File: src/rtl/apu_frame_sequencer.sv
// apu_frame_sequencer: 8-step frame sequencer turning DIV pulses into length/sweep/envelope clock enables
module apu_frame_sequencer #(
  parameter logic [7:0] LENGTH_MASK = 8'b0101_0101,
  parameter logic [7:0] SWEEP_MASK  = 8'b0100_0100,
  parameter logic [7:0] ENV_MASK    = 8'b1000_0000
) (
  input  logic       clk,
  input  logic       rst_n,
  input  logic       apu_en,
  input  logic       div_tick,
  output logic [2:0] step,
  output logic       length_tick,
  output logic       sweep_tick,
  output logic       env_tick,
  output logic       length_skip_next
);
  always_ff @(posedge clk or negedge rst_n)
    if (!rst_n) begin
      step        <= '0;
      length_tick <= 1'b0;
      sweep_tick  <= 1'b0;
      env_tick    <= 1'b0;
    end else if (!apu_en) begin
      step        <= '0;
      length_tick <= 1'b0;
      sweep_tick  <= 1'b0;
      env_tick    <= 1'b0;
    end else begin
      length_tick <= div_tick & LENGTH_MASK[step];
      sweep_tick  <= div_tick & SWEEP_MASK[step];
      env_tick    <= div_tick & ENV_MASK[step];
      if (div_tick) step <= step + 3'd1;
    end
  assign length_skip_next = !LENGTH_MASK[step];
endmodule

File: config.mk
export PLATFORM = sky130hd
export DESIGN_NAME = apu_frame_sequencer
export DESIGN_NICKNAME = d
export VERILOG_FILES = /design/src/rtl/apu_frame_sequencer.sv
export SDC_FILE = /design/constraint.sdc
export NUM_CORES = 1
export LEC_CHECK = 0
export CAP_MARGIN = 20
export CORE_AREA = 2 2 39 41
export DETAILED_ROUTE_END_ITERATION = 6
export DIE_AREA = 0 0 41 43
export PLACE_DENSITY = 0.5
export SLEW_MARGIN = 40
export SYNTH_ARGS = -nofsm -noshare
export SYNTH_HDL_FRONTEND = slang
export SYNTH_SLANG_ARGS = --single-unit
export TNS_END_PERCENT = 30
File: constraint.sdc
create_clock -name clk -period 1.1 [get_ports clk]
set_input_delay 0.22 -clock clk [delete_from_list [all_inputs] [get_ports clk]]
set_output_delay 0.22 -clock clk [all_outputs]
set_load 0.01 [all_outputs]
==> results of run 1 <==
## flip-flops by register name, summed over array words and instances (netlist names)
register and count:
step 3, sweep_tick 1, length_tick 1, env_tick 1
## critical path, stage by stage, from the launching register on
cell	delay, ns
dfrtp_2	0.43
buf_4	0.14
ha_1	0.26
nand2_1	0.05
o211a_1	0.13
## metrics by stage
step | util (%) | setup TNS [ns] | hold WS (ns)
5_1_grt | 31.3 | -0.139 | 0.215
6_report | 31.3 | -0.0306 | 0.208
3_5_place_dp | 30.3 | -0.598 | 0.488
3_3_place_gp | 30.3 | -0.455 | 0.480
4_1_cts | 31.8 | -0.0899 | 0.213
2_1_floorplan | - | -0.000739 | -0.0756
## cell families (layout without fill, tap and decap cells)
group | count (synthesis) | after routing | share of synthesized area (%)
flip-flops | 6 | 6 | 54.5
AND/OR/NAND/NOR | 6 | 6 | 13.2
adder cells (fa/ha/maj) | 3 | 3 | 13.6
buffers and inverters | 3 | 18 | 8.18
AO/OA/AOI/OAI | 1 | 1 | 3.64
XOR/XNOR | 1 | 1 | 3.18
multiplexers | 1 | 1 | 3.64
## synth_stat cells
| library cell | count | area share (%) |
|---|---|---|
| o211a_1 | 1 | 3.6 |
| xor2_1 | 1 | 3.2 |
| inv_1 | 1 | 1.4 |
| buf_6 | 1 | 4.1 |
| and3_2 | 1 | 2.7 |
| mux2i_1 | 1 | 3.6 |
| and3_1 | 2 | 4.5 |
| buf_4 | 1 | 2.7 |
| ha_1 | 3 | 14 |
| nand2_1 | 1 | 1.4 |
| and2_1 | 1 | 2.3 |
| nor2b_1 | 1 | 2.3 |
| dfrtp_1 | 6 | 55 |
## layout make-up
class | count | area share, %
Tap cell | 16 | 4.62
Timing Repair Buffer | 13 | 23.7
Multi-Input combinational cell | 12 | 29.5
Clock buffer | 4 | 6.07
Inverter | 1 | 0.867
Sequential cell | 6 | 35.3
## timing repair
item                                    CTS  global route
resized for setup                        16             5
endpoints found under the setup margin    9             6
setup buffers                             1             0
pin swaps                                 1             1
## routing by layer
| metal | track usage (%) | share of wire, % |
|---|---|---|
| met3 | 3.14 | 4.8 |
| met2 | 11.3 | 59 |
| met1 | 9.48 | 36 |
| met5 | 0 | 0 |
| met4 | 12.0 | 0 |
## power by group through the flow
| stage | clock [mW] | sequential, mW | combinational (mW) |
|---|---|---|---|
| 3_5_place_dp | 0 | 0.250 | 0.0961 |
| 6_report | 0.224 | 0.246 | 0.0876 |
| 4_1_cts | 0.239 | 0.246 | 0.0900 |
| 5_1_grt | 0.255 | 0.247 | 0.101 |
| 3_3_place_gp | 0 | 0.250 | 0.0942 |
| 2_1_floorplan | 0 | 0.257 | 0.0385 |
## worst max-delay path by stage
stage	endpoint	slack [ns]	depth (start not counted)
3_3_place_gp	step[0]	-0.10	3
5_1_grt	step[2]	-0.07	4
6_report	step[1]	-0.02	4
3_5_place_dp	step[2]	-0.15	3
2_1_floorplan	step[2]	-0.0007	4
4_1_cts	step[0]	-0.05	1
==> out/results.txt, run 1 <==
The placed instance count was 47; the initial cell density of the core was 19.9%. The area of the mapped netlist came out at 275 um2. The post-cts hold buffer count came out at 0. The gate count of the mapped netlist is 21. Internal reg-to-reg setup slack: -0.02 ns.

The sum of net half-perimeters after detailed placement was 399 um; the sum of internal, switching and leakage power was 0.557 mW. The reg-to-reg startpoint was step[1]. The end of the worst register-to-register path was step[1].

The run gives 0.00138 mm2 as the area of the placeable core. Across the whole layout, storage elements account for 153 um2. The run gives 0 as the total congestion overflow. The final setup violation count is 2, and the pin count of the biggest net entering global routing is 8. Width of the chip: 41 um.

The run gives 211 as the via count of the first global-routing pass. Dividing the detail-routed wire length by the instance count gives 9.92 um. In the routed design, unresolved DRC markers number 0. 11 I/O pins were placed. The checks that failed: setup timing.

The clock passes through at most 2 buffers. The number of maximum-capacitance constraint violations is 0. The sink count of the clock tree is 6, and the transition at the pin with the smallest max-transition slack is 0.268 ns. The number of cells traversed by the worst register-to-register path came out at 4. TritonCTS built the clock tree. The most common library cell in the layout ignoring fill and taps was dfrtp_1. The tools report the leakage dissipation as 0.225 nW. Sequential cells were found to cover 54.5% of the synthesized design area. The number of buffers inserted by port buffering is 10.

STA classifies the critical path startpoint as a flop. The run gives 433 um2 as the post-layout instance area. The synthesized design contains 6 register bits.

Worst setup slack after placement: -0.146 ns. The critical path class is flop to flop. The first-pass GRT wire length came out at 924 um.

The flow ran to the end, but the final reports show violations. The wire length after detailed routing was 516 um; the full die area was 0.00176 mm2. The first-iteration detailed-routing DRC count was 0. Ratio of routed vias to standard cells: 3.90. The filler cells instantiated in the layout total 148. In this run the worst path has a maximum fanout of 4.

The run gives 1 as the number of H-tree branching levels. The upper clock frequency limit came out at 892 MHz. In this run the worst setup path begins at step[1]. The clock share of power is 40.2%, and the clock transition at the registers of the reported paths is 0.05 ns.

In the final layout, the multi-input gates occupy 128 um2. CTS placed an instance of clkbuf_4 at the clock tree root. The total iterations of the first detailed-routing run was 1. The floorplan has 14 rows. The clock period minus worst slack works out to 1.12 ns. The number of max-slew violations in the final report came out at 0. Across all layers, the routed design uses 203 vias.

The all-layer global routing usage came out at 8.98%. The vertical extent of the die works out to 43 um. In the finished design, the share of the clock period the worst path needs comes to 102%. The fraction of power spent switching nets is 24.7%, and the average cell area after synthesis is 13.1 um2. The type of destination of the critical path is a flop. The post-route netlist has 44.4% of its cells at a drive strength greater than 1. At the end of routability-driven placement, the weighted congestion stood at 0.693. At the end of the flow, the number of nets in the layout was 44. In the layout the commonest cells are dfrtp_1 (4), clkbuf_4 (3), clkdlybuf4s50_1 (3), clkdlybuf4s15_1 (3), buf_4 (3). Combinational logic is responsible for 15.7% of the overall power. The placed instances occupy a cell area of 419 um2.

The number of standard cells in the final layout excluding fillers came out at 52. The relative area change from synthesis to final layout was 57.3%. Setup slack after layout: -0.0210 ns. Sequential cells burn 44.1% of the power. The count of unique library cells instantiated by Yosys was 13. The logs give 0.138 mW for the switching component of the power and 0.00726 ns for the clock skew after layout.

The logs give 0 for the count of endpoints failing hold in the final timing report and 1.26 ns for the arrival time of the worst setup path. The logs give 0 for the remaining number of nets flagged by the antenna check after routing and 28 for the synthesized net count. Measured against its own limit, the worst slew margin works out to 82.0%. Cell internal power was estimated by the tool at 0.420 mW.

The number of antenna violations at the first check in global routing came out at 0. Yosys printed 0 warnings. The later pin in the worst-skew pair is clocked with a latency of 0.25 ns. The worst-case vdd ir drop is 289 uV. The TritonCTS buffer count was 3; the antenna cell count was 0.

In this run the power density over the cells is 1290 mW/mm2. Setup repair after global routing could not meet its margin everywhere. STA puts the critical path data required time at 1.24 ns.

The min-delay analysis places its worst path in the category primary input to asynchronous set/reset pin.
No activity file was read; power rests on OpenSTA's default activity.
==> inputs of run 2 (changes only) <==
- MAX_ROUTING_LAYER: not set -> met4
==> results of run 2 <==
The final DEF is identical to that of run 1; final timing and power are the same.
Main changes from that run: final weighted congestion in routability-driven placement 0.693 -> 0.701; overall routing resource usage 8.98% -> 9.20%
